### config.mk
export PLATFORM = sky130hd
export DESIGN_NAME = button_conditioner
export DESIGN_NICKNAME = d
export VERILOG_FILES = /design/src/rtl/button_cond_pkg.sv /design/src/rtl/button_channel.sv /design/src/rtl/button_conditioner.sv
export SDC_FILE = /design/constraint.sdc
export NUM_CORES = 1
export LEC_CHECK = 0
export CORE_MARGIN = 2
export CORE_UTILIZATION = 61
export CTS_BUF_LIST = sky130_fd_sc_hd__clkbuf_8
export DETAILED_ROUTE_END_ITERATION = 12
export PLACE_DENSITY = 0.77
export SLEW_MARGIN = 20
export SYNTH_ARGS = -nofsm -noshare
export SYNTH_HDL_FRONTEND = slang
export SYNTH_SLANG_ARGS = --single-unit
### constraint.sdc
create_clock -name CLK -period 3.32 [get_ports CLK]
set_input_delay 0.664 -clock CLK [delete_from_list [all_inputs] [get_ports CLK]]
set_output_delay 0.664 -clock CLK [all_outputs]
set_load 0.03 [all_outputs]
### src/rtl/button_cond_pkg.sv
// Shared constants, default timing parameters and channel FSM state type
// for the three-button front-panel conditioner.
package button_cond_pkg;

  localparam int NUM_BTN        = 3;
  localparam int BTN_START_STOP = 0;
  localparam int BTN_SET        = 1;
  localparam int BTN_SNOOZE     = 2;

  localparam int DEF_DEBOUNCE_CYCLES = 10000;
  localparam int DEF_LONG_CYCLES     = 250000;
  localparam int DEF_REPEAT_CYCLES   = 125000;

  typedef enum logic [1:0] {
    ST_IDLE      = 2'd0,
    ST_PRESSED   = 2'd1,
    ST_LONG_HELD = 2'd2
  } btn_state_e;

  function automatic int max_int(input int a, input int b);
    return (a > b) ? a : b;
  endfunction

endpackage

### src/rtl/button_channel.sv
// One button: 2-flop synchronizer, debounce, press/long/repeat FSM and
// hold counter. Raw input is active-low; all outputs are active-high.
module button_channel
  import button_cond_pkg::*;
#(
  parameter int DEBOUNCE_CYCLES = DEF_DEBOUNCE_CYCLES,
  parameter int LONG_CYCLES     = DEF_LONG_CYCLES,
  parameter int REPEAT_CYCLES   = DEF_REPEAT_CYCLES
) (
  input  logic CLK,
  input  logic RESET_N,
  input  logic btn_n_raw,
  output logic level,
  output logic press,
  output logic long_pulse,
  output logic repeat_pulse
);

  localparam int DB_W   = $clog2(DEBOUNCE_CYCLES);
  localparam int HOLD_W = $clog2(max_int(LONG_CYCLES, REPEAT_CYCLES));

  localparam logic [DB_W-1:0]   DB_LAST   = DB_W'(DEBOUNCE_CYCLES - 1);
  localparam logic [HOLD_W-1:0] LONG_LAST = HOLD_W'(LONG_CYCLES - 1);
  localparam logic [HOLD_W-1:0] REP_LAST  =
    HOLD_W'((REPEAT_CYCLES > 0) ? REPEAT_CYCLES - 1 : 0);
  localparam logic [HOLD_W-1:0] HOLD_SAT  = '1;
  localparam bit                REPEAT_EN = (REPEAT_CYCLES > 0);

  logic [1:0]        sync_n;
  logic [DB_W-1:0]   db_cnt;
  logic [HOLD_W-1:0] hold_cnt;
  btn_state_e        state;
  logic              differs;
  logic              accept;

  // accept marks the edge on which the debounced level flips
  always_comb begin
    differs = (~sync_n[1]) != level;
    accept  = differs && (db_cnt == DB_LAST);
  end

  // NOTE: all state below uses non-blocking assignments so every flop
  // samples pre-edge values regardless of statement order.
  always_ff @(posedge CLK) begin
    if (!RESET_N) begin
      // NOTE: sync flops reset to 1 (released), so a button held through
      // reset is re-debounced and reported as a fresh press.
      sync_n       <= 2'b11;
      db_cnt       <= '0;
      hold_cnt     <= '0;
      level        <= 1'b0;
      state        <= ST_IDLE;
      press        <= 1'b0;
      long_pulse   <= 1'b0;
      repeat_pulse <= 1'b0;
    end else begin
      sync_n       <= {sync_n[0], btn_n_raw};
      press        <= 1'b0;
      long_pulse   <= 1'b0;
      repeat_pulse <= 1'b0;

      if (!differs || accept) db_cnt <= '0;
      else                    db_cnt <= db_cnt + 1'b1;

      if (accept) level <= ~level;

      unique case (state)
        ST_IDLE: begin
          if (accept && !level) begin
            state    <= ST_PRESSED;
            hold_cnt <= '0;
            press    <= 1'b1;
          end
        end
        ST_PRESSED: begin
          // an accepted release outranks the long event on the same edge
          if (accept) begin
            state    <= ST_IDLE;
            hold_cnt <= '0;
          end else if (hold_cnt == LONG_LAST) begin
            state      <= ST_LONG_HELD;
            hold_cnt   <= '0;
            long_pulse <= 1'b1;
          end else if (hold_cnt != HOLD_SAT) begin
            hold_cnt <= hold_cnt + 1'b1;
          end
        end
        ST_LONG_HELD: begin
          if (accept) begin
            state    <= ST_IDLE;
            hold_cnt <= '0;
          end else if (REPEAT_EN && (hold_cnt == REP_LAST)) begin
            hold_cnt     <= '0;
            repeat_pulse <= 1'b1;
          end else if (hold_cnt != HOLD_SAT) begin
            hold_cnt <= hold_cnt + 1'b1;
          end
        end
        default: begin
          state    <= ST_IDLE;
          hold_cnt <= '0;
        end
      endcase
    end
  end

endmodule

### src/rtl/button_conditioner.sv
// Three independent button channels (start_stop, set, snooze) turning raw
// active-low switches into debounced levels and press/long/repeat pulses.
module button_conditioner
  import button_cond_pkg::*;
#(
  parameter int DEBOUNCE_CYCLES = DEF_DEBOUNCE_CYCLES,
  parameter int LONG_CYCLES     = DEF_LONG_CYCLES,
  parameter int REPEAT_CYCLES   = DEF_REPEAT_CYCLES
) (
  input  logic               CLK,
  input  logic               RESET_N,
  input  logic [NUM_BTN-1:0] btn_n_in,
  output logic [NUM_BTN-1:0] btn_level,
  output logic [NUM_BTN-1:0] btn_press,
  output logic [NUM_BTN-1:0] btn_long,
  output logic [NUM_BTN-1:0] btn_repeat
);

  for (genvar i = 0; i < NUM_BTN; i++) begin : g_ch
    button_channel #(
      .DEBOUNCE_CYCLES(DEBOUNCE_CYCLES),
      .LONG_CYCLES    (LONG_CYCLES),
      .REPEAT_CYCLES  (REPEAT_CYCLES)
    ) u_channel (
      .CLK         (CLK),
      .RESET_N     (RESET_N),
      .btn_n_raw   (btn_n_in[i]),
      .level       (btn_level[i]),
      .press       (btn_press[i]),
      .long_pulse  (btn_long[i]),
      .repeat_pulse(btn_repeat[i])
    );
  end

endmodule

======== Word level (Yosys, flattened, before mapping) ========
Index checks and enable logic that the tools add are counted.
cells by class
  bitwise logic cells ..................... 13
  $add $sub $neg .......................... 6
  reductions and logical operators ........ 33
  equality and inequality tests ........... 30
  mux-type cells .......................... 45
operators by type and width
  operator                                                number
  two-way mux 18 bit                                      18
  one-hot mux 18 bit (3 select lines)                     3
  adder 18 x 1 -> 18 bit (second input constant)          3
  equality test 18 x 17 -> 1 bit (second input constant)  3
  equality test 18 bit (second input constant)            3
  != test 18 bit (second input constant)                  3
  adder 14 x 1 -> 14 bit (second input constant)          3
  equality test 14 bit (second input constant)            3
  two-way mux 2 bit                                       12
  one-hot mux 2 bit (3 select lines)                      3
  OR reduction 3 bit                                      6
  inverter 1 bit                                          13
  != test 2 x 1 -> 1 bit (second input constant)          6
  two-way mux 1 bit                                       9
  != test 3 x 1 -> 1 bit (second input constant)          3
  AND reduction 3 bit                                     3
  equality test 2 x 1 -> 1 bit (second input constant)    3
  equality test 2 bit (second input constant)             3
  logical AND 1 bit                                       6
  logical NOT 1 bit                                       6
  logical NOT 2 bit                                       3
  AND reduction 2 bit                                     3
  OR reduction 2 bit                                      3
  logical OR 1 bit                                        3
  != test 1 bit                                           3
storage, ports and cells
  logic and storage cells ................. 151
  register bits after elaboration ......... 120

======== Depth between registers and ports, before layout ========
Gate-level depths: netlist (run 1).
  word-level depth ........................ 6
  gate-level depth with buffers ........... 9

======== Hierarchy ========
Synthesis (run 1) repeated with hierarchy kept, for this count alone.
second synthesis, totals
  cell total of the unflattened synthesis .. 680
  area, all modules ....................... 5904.4 µm²
modules (own cells, without submodules)
  module                               area each (µm²)  times used  cells each  seq. area each (µm²)
  button_channel at g_ch[1].u_channel  1986.9           1           227         800.8
  button_channel at g_ch[2].u_channel  1971.9           1           227         800.8
  button_channel at g_ch[0].u_channel  1945.6           1           226         800.8

======== Worst setup path after synthesis (run 1) ========
Ideal clock, no wire load.
  path type ............................... register to register
  start point ............................. register g_ch[0].u_channel.db_cnt[4]
  end point ............................... register g_ch[0].u_channel.hold_cnt[8]
  setup time .............................. 0.124 ns
  period minus slack after synthesis ...... 2.385 ns
  path buffers ............................ 2
  stages on the path, launching flop included .. 9
  arrival ................................. 2.261 ns
  path slack .............................. 0.935 ns
  path through ............................ dfxtp_1 -> or4b_1 -> or4_1 -> buf_4 -> o21ai_1 -> o22ai_2 -> buf_2 -> a31oi_1 -> o22ai_1
between the ends
  longest elaborated chain between the ends .. 4
  elaborated cells on any way between the ends .. 7
  classes of those cells .................. eq/ne (2); mux (3); reduce/logical (2)
RTL lines
  item                                                                                  RTL line              RTL
  start: declaration                                                                    button_channel.sv:30  logic [DB_W-1:0] db_cnt;
  start signal: assignment                                                              button_channel.sv:63  else db_cnt <= db_cnt + 1'b1;
  equality test 14 bit (*)                                                              button_channel.sv:39  accept = differs && (db_cnt == DB_LAST);
  logical AND 1 bit (*)                                                                 button_channel.sv:39
  two-way mux 18 bit, or another cell as far along                                      button_channel.sv:89  if (accept) begin
  one-hot mux 18 bit (3 select lines) / != test 2 x 1 -> 1 bit (equally long branches)  -
  end signal: assignment                                                                button_channel.sv:85  hold_cnt <= hold_cnt + 1'b1;
  end signal: assignment                                                                button_channel.sv:96  hold_cnt <= hold_cnt + 1'b1;
  end: declaration                                                                      button_channel.sv:31  logic [HOLD_W-1:0] hold_cnt;
Every way passes the cells marked *; elsewhere a longest branch is shown, timed or not.
A chain may end at the register's enable or synchronous reset.

======== Worst setup path after layout (run 1) ========
  start point ............................. register g_ch[0].u_channel.db_cnt[4]
  end point ............................... register g_ch[0].u_channel.hold_cnt[9]
The elaborated chain is that of the path after synthesis.

==> out/results.tsv, run 1 <==
stage	metric	value	unit
status	status	finished clean	
floorplanning	initial_core_util	62.6	%
grt	grt_pass1_vias	5016	
yosys	yosysMostFrequentCell	dfxtp_1	
grt	overflow	0	
route	drcViolationCount	0	
pwr	seq_power_share	46.3	%
setup_path	cp.arrival	3.12	ns
place	detailed_place.area	6240	sq um
yosys	synth_commonest_cells	120 x dfxtp_1, 84 x nor2_1, 75 x nand2_1, 53 x nand3_1	
floorplanning	pin_count	17	
timing	rsz0062_at_grt	no	
yosys	synth-seq-area-share	39.5	%
setup_path	critPathMaxFanout	23	
yosys	synth_top_cell_by_area	dfxtp_1	
pwr	cellPowerDensity	468	nW/um^2
yosys	synth_edf_count	0	
clock_network	clock_path_buffers	2	
yosys	synth_top_area_share	39.5	%
grt	grt.total_usage	25.3	%
setup_path	crit_type	reg -> reg	
grt	grt_max_degree	50	
pwr	switching_share	21.3	%
pwr	power.leakage	0.00215	uW
timing	hold_violations	0	
setup_path	critical_path.cell_chain	or4b_1, or4_1, o21ai_1, o22ai_2, a31oi_1, o21ai_0	
clock_network	h-tree-depth	4	
route	post_drt_via_cell_ratio	6.09	
timing	setup_viol_count_final	0	
yosys	ys_async_sr_fraction	0	%
floorplanning	core	9730	sq um
layout	area_delta_synth_final	10.3	%
route	ant_nets	0	
clock_network	numCtsBuffers	17	
layout	layout.nets	751	
grt	grt_pass1_wl	22.7	mm
route	route.vias.total	5344	
timing	finalMaxSlewViolations	0	
yosys	synthCells	731	
place	io_buffers	16	
setup_path	cp_num_buf_inv	0	
timing	period_needed	2.80	ns
place	gp_congestion	0.883	
yosys	synth_area	6090	sq um
place	hpwl	8.76	mm
clock_network	cts_sinks	120	
layout	finalInstanceArea	6720	sq um
setup_path	cp_slowest_stage_delay	0.71	ns
layout	final_layout_size_suffix_gt1_share	7.39	%
place	post-place-ws	0.538	ns
job	cap_viol_max_count	0	
setup_path	cp.required	3.64	ns
grt	antenna_found_initial	0	
yosys	synth_area_per_cell	8.33	sq um
floorplanning	rows	36	
timing	slew-limit-headroom	35.6	%
yosys	postSynthRegisterBits	120	
layout	fillers	803	
clock_network	clk_pin_slew	0.07	ns
setup_path	end_kind	flop	
pwr	power.switching	670	uW
setup_path	setup.worst_path.start_class	flop	
timing	finalCritPeriodShare	84.3	%
route	drt-initial-drc-count	336	
yosys	synth_cell_types	60	
clock_network	postCtsResizedCells	0	
yosys	ys.flop_type	dfxtp_1	
timing	setup_ws	0.521	ns
timing	timing.setup.tns	0	ns
pwr	p_clk_share	49.6	%
clock_network	cts_hold_buf	0	
floorplanning	die-area	10800	sq um
timing	fin_skew	0.0101	ns
clock_network	cts_tree	yes	
timing	clock.fmax	357	MHz
timing	tightest_slew	0.966	ns
clock_network	cts_root_buffer	clkbuf_8	
pwr	peakVddDrop	481	uV
clock_network	postCtsSetupBuffers	0	
setup_path	crit_slowest_cell	or4_1	
yosys	synth_warnings	0	
layout	n_antenna_cell	0	
pwr	pwr-share-comb	4.1	%
yosys	syn-num-nets	751	
route	drt-pass1-iter-count	5	
min_path	hold_class	reg -> reg	
route	drt_wl_total	13.0	mm
pwr	p_int	2470	uW
setup_path	crit_family	simple AND/OR/NAND/NOR gates	
yosys	netlist_top_cells_area	dfxtp_1 39%, nor2_1 5.2%, nand2_1 4.6%	
clock_network	clock_latency	0.45	ns
route	avgRoutedWirePerCell	14.9	um
floorplanning	die_h	104	um
floorplanning	die_x	104	um
-- worst reg2reg max path: stages (launching register included) --
cell and delay, ns:
dfxtp_1 0.33, or4b_1 0.51, or4_1 0.71, o21ai_1 0.32
o22ai_2 0.35, a31oi_1 0.33, o21ai_0 0.12
-- stage by stage --
stage               cells  hold slack, ns  util, %  power (uW)
finish                877           0.413     69.0        3140
CTS                   877           0.416     69.0        3170
floorplan             731           0.386        -        1590
global route          877           0.434     69.0        3250
detailed placement    845           0.397     64.1        1610
global placement      845           0.392     64.1        1610
-- layout make-up --
class                      instances  area (sq um)  share of cell area [%]
multi-input combinational        552          3410                    50.7
sequential                       120          2400                    35.8
clock buffer                      18           248                    3.69
clock inverter                    14           229                    3.41
timing repair buffer              21           193                    2.87
tap                              133           166                    2.48
inverter                          19          71.3                    1.06
-- routing by layer --
layer | GRT usage (%) | vias to the layer above | wire (um)
li1 | - | 2638 | -
met1 | 32.0 | 2535 | 5910
met2 | 40.9 | 145 | 6240
met3 | 6.02 | 26 | 602
met4 | 11.7 | 0 | 275
met5 | 0 | - | 0
-- path summary, 6_finish.rpt --
check / from / end / slack, ns / cells past startpoint
setup / recovery: g_ch[0].u_channel.db_cnt[4] / g_ch[0].u_channel.hold_cnt[9] / 0.52 / 6
hold / removal: g_ch[0].u_channel.sync_n[0] / g_ch[0].u_channel.sync_n[1] / 0.41 / 1
setup reg to reg: g_ch[0].u_channel.db_cnt[4] / g_ch[0].u_channel.hold_cnt[9] / 0.52 / 6
hold reg to reg: g_ch[0].u_channel.sync_n[0] / g_ch[0].u_channel.sync_n[1] / 0.41 / 1
-- layout by cell type, fill, tap and decap left out, types with 4 or more instances in the layout --
cell / synthesis / layout
dfxtp_1: 120 / 120
nor2_1: 84 / 84
nand2_1: 75 / 75
nand3_1: 53 / 53
xnor2_1: 25 / 25
o21ai_0: 25 / 25
nand4_1: 24 / 24
a21oi_1: 22 / 22
xor2_1: 22 / 22
nor3_1: 21 / 21
inv_1: 18 / 19
and3_1: 19 / 19
clkbuf_8: 0 / 18
ha_1: 15 / 15
clkdlybuf4s50_1: 0 / 15
a31oi_1: 14 / 14
nor4_1: 12 / 12
or4_1: 11 / 11
and4_1: 11 / 11
or3_1: 10 / 10
nand2b_1: 10 / 10
nor4b_1: 9 / 9
o21a_1: 6 / 6
o211ai_1: 6 / 6
mux2i_1: 6 / 6
bufinv_16: 0 / 6
o31ai_1: 5 / 5
or2_2: 5 / 5
buf_4: 13 / 5
o21ai_1: 4 / 4
and2_1: 4 / 4
o2111ai_1: 4 / 4
a211oi_1: 4 / 4
o22ai_1: 4 / 4
clkinvlp_4: 0 / 4
-- cell families after synthesis --
| family | count (synthesis) | share of synthesized area [%] |
|---|---|---|
| simple gates | 368 | 31.9 |
| compound gates | 116 | 13.2 |
| xor+xnor | 47 | 6.76 |
| fa+ha+maj | 15 | 3.08 |
| mux | 6 | 0.986 |
| flops | 120 | 39.5 |
| buf+inv | 59 | 4.60 |
-- registers in the layout, indices dropped and copies added (netlist names) --
name                         flops
g_ch.u_channel.long_pulse        3
g_ch.u_channel.repeat_pulse      3
g_ch.u_channel.sync_n            6
g_ch.u_channel.press             3
g_ch.u_channel.state             6
g_ch.u_channel.hold_cnt         54
g_ch.u_channel.level             3
g_ch.u_channel.db_cnt           42
-- power by group through the flow --
stage	sequential, uW	clock (uW)	combinational (uW)
2_1_floorplan	1480	0	108
3_3_place_gp	1490	0	124
3_5_place_dp	1490	0	129
4_1_cts	1450	1590	130
5_1_grt	1450	1650	145
6_report	1450	1560	130
No activity file was read; power rests on OpenSTA's default activity.
==> run 2, diff against run 1 <==
- clock period: 3.32 -> 2.6 ns (I/O delays scaled with it)
==> run 2 against run 1 <==
First-iteration DRC count fell by 4.5%. Fmax rose by 11%. Combinational power rose by 48%. Final cell count rose by 1.4%. Setup slack got worse by 0.44 ns. Critical path type unchanged. Largest power group is now sequential cells.
==> out/results.tsv, run 2 (synthesis gave the netlist of run 1 again) <==
stage	metric	value	unit	change
status	status	finished clean		
clock_network	clock_path_buffers	2		unchanged
pwr	peakVddDrop	481	uV	about the same
floorplanning	initial_core_util	62.6	%	unchanged
clock_network	cts_tree	yes		
setup_path	crit_type	reg -> reg		
job	cap_viol_max_count	0		unchanged
timing	slew-limit-headroom	44.2	%	+8.6 points
pwr	fin_total_pwr	3750	uW	+19%
route	drcViolationCount	0		unchanged
clock_network	clk_pin_slew	0.07	ns	about the same
clock_network	postCtsSetupBuffers	0		unchanged
setup_path	setup.worst_path.start_class	flop		
layout	fillers	819		+2.0%
layout	multi_input_area	3430	sq um	+0.77%
floorplanning	die_h	104	um	unchanged
route	avgRoutedWirePerCell	15.6	um	+4.8%
grt	antenna_found_initial	0		unchanged
timing	hold_violations	0		unchanged
floorplanning	die-area	10800	sq um	unchanged
pwr	cellPowerDensity	554	nW/um^2	+18%
timing	fin_skew	0.00551	ns	-0.00464 ns
layout	largestRegisters	g_ch.u_channel.hold_cnt (54), g_ch.u_channel.db_cnt (42)		
setup_path	critPathMaxFanout	9		-61%
timing	clock.fmax	397	MHz	+11%
layout	final_common_cell	dfxtp_1		
layout	area_delta_synth_final	11.2	%	
grt	grt_pass1_wl	23.8	mm	+4.9%
route	post_drt_via_cell_ratio	6.06		-0.59%
grt	grt_pass1_vias	5180		+3.3%
timing	setup_viol_count_final	0		unchanged
timing	finalMaxSlewViolations	0		unchanged
place	io_buffers	16		unchanged
clock_network	cts_root_buffer	clkbuf_8		
setup_path	end_kind	flop		
min_path	hold_class	in -> reg		
layout	layout.nets	763		+1.6%
layout	fin_util	69.6	%	+0.57 points
clock_network	h-tree-depth	4		unchanged
grt	grt.total_usage	26.6	%	+1.3 points
route	route.vias.total	5385		+0.77%
pwr	power.leakage	0.00220	uW	+2.6%
route	drt-initial-drc-count	321		-4.5%
route	ant_nets	0		unchanged
setup_path	cp.required	2.96	ns	-0.68 ns
layout	seq_area	2400	sq um	unchanged
floorplanning	core	9730	sq um	unchanged
clock_network	cts_sinks	120		unchanged
grt	grt_max_degree	29		-42%
place	hpwl	9.51	mm	+8.6%
layout	n_antenna_cell	0		unchanged
floorplanning	pin_count	17		unchanged
layout	mostFrequentLayoutCells	120 x dfxtp_1, 84 x nor2_1, 75 x nand2_1		
clock_network	numCtsBuffers	17		unchanged
floorplanning	rows	36		unchanged
timing	finalCritPeriodShare	97.0	%	+13 points
place	gp_congestion	0.912		+3.2%
grt	overflow	0		unchanged
route	drt-pass1-iter-count	5		unchanged
timing	tightest_slew	0.833	ns	-0.132 ns
layout	final_layout_size_suffix_gt1_share	9.39	%	+2.0 points
floorplanning	die_x	104	um	unchanged
setup_path	cp.arrival	2.88	ns	-0.24 ns
layout	largest_register	g_ch.u_channel.hold_cnt		
layout	largest_reg_flops	54		unchanged
clock_network	clock_latency	0.45	ns	about the same
timing	period_needed	2.52	ns	-0.278 ns
route	drt_wl_total	13.8	mm	+6.2%
## run 2: changes by cell type in the layout (fill, tap and decap cells not counted), sizes merged
cell	before	now
bufinv	6	2
inv	20	21
buf	6	18
clkbuf	18	22
clkinvlp	4	1
clkinv	3	5
## run 2: worst max-delay path, cell delays in order, from the launching register on
cell      delay, ns
dfxtp_1        0.31
or4b_1         0.52
or4_4          0.60
o31a_2         0.42
nor2_8         0.17
nand2_4        0.10
o311ai_2       0.30
## run 2: where the power goes
group / switching (uW) / leakage, uW / internal [uW]
logic: 127 / 0.00102 / 66.2
registers: 8.42 / 0.000968 / 1850
clock network: 736 / 0.000217 / 963
## run 2: area by class of cell
type / instances / area share [%]
multi-input cells: 552 / 50.7
flip-flops and latches: 120 / 35.5
clock buffers: 22 / 4.47
repair buffers: 33 / 4.36
well taps: 133 / 2.46
clock inverters: 10 / 1.48
inverters: 19 / 1.05
## run 2: worst paths after layout
path | from | end | slack, ns | depth (start not counted)
min reg2reg | g_ch[0].u_channel.sync_n[0] | g_ch[0].u_channel.sync_n[1] | 0.41 | 1
min | RESET_N | g_ch[2].u_channel.sync_n[0] | 0.33 | 2
max reg2reg | g_ch[0].u_channel.db_cnt[4] | g_ch[0].u_channel.hold_cnt[15] | 0.08 | 6
max | g_ch[0].u_channel.db_cnt[4] | g_ch[0].u_channel.hold_cnt[15] | 0.08 | 6
## run 2: timing repair
item	in CTS	in global routing
resized for setup	1	5
gates cloned	0	0
hold endpoints to repair	0	0
endpoints found under the setup margin	2	17
hold buffers	0	0
## run 2: per-layer routing
layer	up-vias	global-route usage, %	wire [um]
li1	2662	-	-
met1	2553	32.8	6250
met2	141	43.7	6620
met3	29	7.77	649
met4	0	10.7	319
met5	-	0	0
## run 2: metrics by stage
step	hold slack, ns	worst slack (ns)	cell area (sq um)	setup TNS, ns	instances
2_1_floorplan	0.386	0.215	6090	0	731
3_3_place_gp	0.389	0.0497	6340	0	857
3_5_place_dp	0.396	-0.0262	6340	-0.0316	857
4_1_cts	0.305	0.000865	6750	0	889
5_1_grt	0.308	-0.00126	6770	-0.00126	889
6_report	0.327	0.0784	6770	0	889
==> run 3, diff against run 2 <==
- CORE_ASPECT_RATIO: default -> 0.7
==> run 3 against run 2 <==
Non-clock buffer count up 1. Count of clock-buffer cells in the layout down 2. Largest power group unchanged. Clock power down 7%. Combinational power fell by 5%. Critical path depth stayed put.
==> out/results.tsv, run 3 (synthesis gave the netlist of run 1 again) <==
stage	metric	value	unit	change
layout	largestRegisters	g_ch.u_channel.hold_cnt (54), g_ch.u_channel.db_cnt (42)		
layout	layout.nets	764		+0.13%
pwr	cellPowerDensity	539	nW/um^2	-2.7%
clock_network	numCtsBuffers	17		unchanged
floorplanning	core	9680	sq um	-0.46%
floorplanning	initial_core_util	62.9	%	+0.29 points
route	post_drt_via_cell_ratio	6.11		+0.83%
timing	finalCritPeriodShare	94.3	%	-2.7 points
setup_path	critPathLaunch	g_ch[0].u_channel.db_cnt[5]		
pwr	power.switching	890	uW	+2.1%
setup_path	r2r_slack	0.15	ns	+0.07 ns
grt	grt_pass1_vias	4839		-6.6%
floorplanning	die-area	10800	sq um	+0.12%
pwr	pwr-share-comb	5.0	%	-0.2 points
timing	clock.fmax	408	MHz	+2.8%
pwr	seq_power_share	51.2	%	+1.7 points
clock_network	cts_sinks	120		unchanged
layout	largest_reg_flops	54		unchanged
layout	area_delta_synth_final	10.5	%	
layout	final_common_cell	dfxtp_1		
grt	grt_pass1_wl	22.7	mm	-4.9%
setup_path	cp.required	2.95	ns	about the same
layout	fillers	754		-7.9%
route	drt-pass1-iter-count	7		+2
clock_network	postCtsSetupBuffers	0		unchanged
grt	antenna_found_initial	0		unchanged
clock_network	cts_hold_buf	0		unchanged
place	detailed_place.area	6340	sq um	about the same
route	ant_nets	0		unchanged
setup_path	cp_slowest_stage_delay	0.58	ns	-0.02 ns
setup_path	cp.arrival	2.80	ns	-0.08 ns
setup_path	reg2regPathDepth	6		unchanged
layout	n_antenna_cell	0		unchanged
clock_network	cts_tree	yes		
layout	final_layout_size_suffix_gt1_share	9.38	%	-0.012 points
place	io_buffers	16		unchanged
pwr	peakVddDrop	446	uV	-7.3%
pwr	power.leakage	0.00217	uW	-1.5%
setup_path	cp_num_buf_inv	0		unchanged
timing	hold_violations	0		unchanged
setup_path	crit_family	simple AND/OR/NAND/NOR gates		
setup_path	critPathCapture	g_ch[0].u_channel.hold_cnt[11]		
clock_network	clock_path_buffers	2		unchanged
setup_path	critPathMaxFanout	9		unchanged
setup_path	crit_slowest_cell	or4_4		
route	drcViolationCount	0		unchanged
floorplanning	pin_count	17		unchanged
job	cap_viol_max_count	0		unchanged
pwr	fin_total_pwr	3620	uW	-3.4%
route	route.vias.total	5405		+0.37%
setup_path	crit_type	reg -> reg		
pwr	p_int	2730	uW	-5.0%
timing	finalMaxSlewViolations	0		unchanged
timing	rsz0062_at_grt	no		
setup_path	path_depth	6		unchanged
grt	grt_max_degree	28		-3.4%
floorplanning	die_x	123	um	+19%
timing	fin_skew	0.0102	ns	+0.00469 ns
layout	finalInstanceArea	6730	sq um	-0.65%
setup_path	critical_path.cell_chain	or4b_1, or4_4, o31a_2, nor2_8, nand2_4, o311ai_2		
timing	tightest_slew	0.649	ns	-0.185 ns
layout	largest_register	g_ch.u_channel.hold_cnt		
route	drt_wl_total	13.3	mm	-3.7%
status	status	finished clean		
grt	overflow	0		unchanged
pwr	switching_share	24.6	%	+1.3 points
setup_path	setup.worst_path.start_class	flop		
place	hpwl	9.16	mm	-3.7%
setup_path	end_kind	flop		
timing	slew-limit-headroom	56.6	%	+12 points
setup_path	rr_startpoint	g_ch[0].u_channel.db_cnt[5]		
min_path	hold_class	reg -> reg		
route	drt-initial-drc-count	576		+79%
route	avgRoutedWirePerCell	15.1	um	-3.2%
layout	mostFrequentLayoutCells	120 x dfxtp_1, 84 x nor2_1, 75 x nand2_1		
pwr	p_clk_share	43.7	%	-1.6 points
timing	setup_viol_count_final	0		unchanged
place	gp_congestion	0.940		+3.1%
floorplanning	rows	30		-17%
clock_network	cts_root_buffer	clkbuf_8		
clock_network	clock_latency	0.44	ns	about the same
clock_network	h-tree-depth	4		unchanged
clock_network	postCtsResizedCells	0		-1
setup_path	timing.rr.end	g_ch[0].u_channel.hold_cnt[11]		
timing	timing.setup.tns	0	ns	unchanged
clock_network	clk_pin_slew	0.07	ns	about the same
timing	period_needed	2.45	ns	-0.0696 ns
floorplanning	die_h	87.6	um	-16%
grt	grt.total_usage	26.1	%	-0.45 points
## run 3: cell count changes in the layout (fill, tap and decap cells not counted), moves of 2 or more
cell,previous run,this run
clkinv_2,5,3
o21ai_2,2,0
clkbuf_8,22,20
o21ai_1,2,4
clkinvlp_4,1,6
## run 3: final cells by class
type	count	area (sq um)	area share, %
multi-input cells	552	3410	50.7
well taps	128	160	2.38
clock buffers	20	275	4.09
repair buffers	34	303	4.50
clock inverters	12	103	1.53
inverters	19	71.3	1.06
flip-flops and latches	120	2400	35.7
## run 3: worst reg2reg max path, stage by stage, from the launching register on
cell and delay (ns):
dfxtp_1 0.33, or4b_1 0.50, or4_4 0.58, o31a_2 0.43, nor2_8 0.17, nand2_4 0.10
o311ai_2 0.26
## run 3: power groups by stage
stage	logic [uW]	clock network, uW	registers [uW]
finish	183	1580	1860
global route	202	1690	1860
CTS	178	1610	1860
detailed placement	178	0	1900
global placement	172	0	1900
floorplan	138	0	1900
## run 3: how the worst min path moves through the flow
stage,cells after the start,slack [ns],end,start
2_1_floorplan,1,0.39,g_ch[0].u_channel.sync_n[1],g_ch[0].u_channel.sync_n[0]
3_3_place_gp,1,0.39,g_ch[2].u_channel.sync_n[1],g_ch[2].u_channel.sync_n[0]
3_5_place_dp,1,0.39,g_ch[2].u_channel.sync_n[1],g_ch[2].u_channel.sync_n[0]
4_1_cts,1,0.41,g_ch[2].u_channel.sync_n[1],g_ch[2].u_channel.sync_n[0]
5_1_grt,1,0.44,g_ch[2].u_channel.sync_n[1],g_ch[2].u_channel.sync_n[0]
6_report,1,0.41,g_ch[2].u_channel.sync_n[1],g_ch[2].u_channel.sync_n[0]
## run 3: per-layer routing
metal  vias up  GRT usage (%)  wire length, um
li1       2678              -                -
met1      2518           36.8             6570
met2       187           38.8             5780
met3        22           7.49              843
met4         0           8.37              140
met5         -              0                0
## run 3: per-stage QoR
stage	utilization (%)	std cells	worst slack (ns)	hold slack [ns]
2_1_floorplan	-	731	0.215	0.386
3_3_place_gp	65.5	853	0.0898	0.390
3_5_place_dp	65.5	853	0.0359	0.392
4_1_cts	69.4	885	0.0108	0.409
5_1_grt	69.5	885	0.0302	0.439
6_report	69.5	885	0.148	0.407
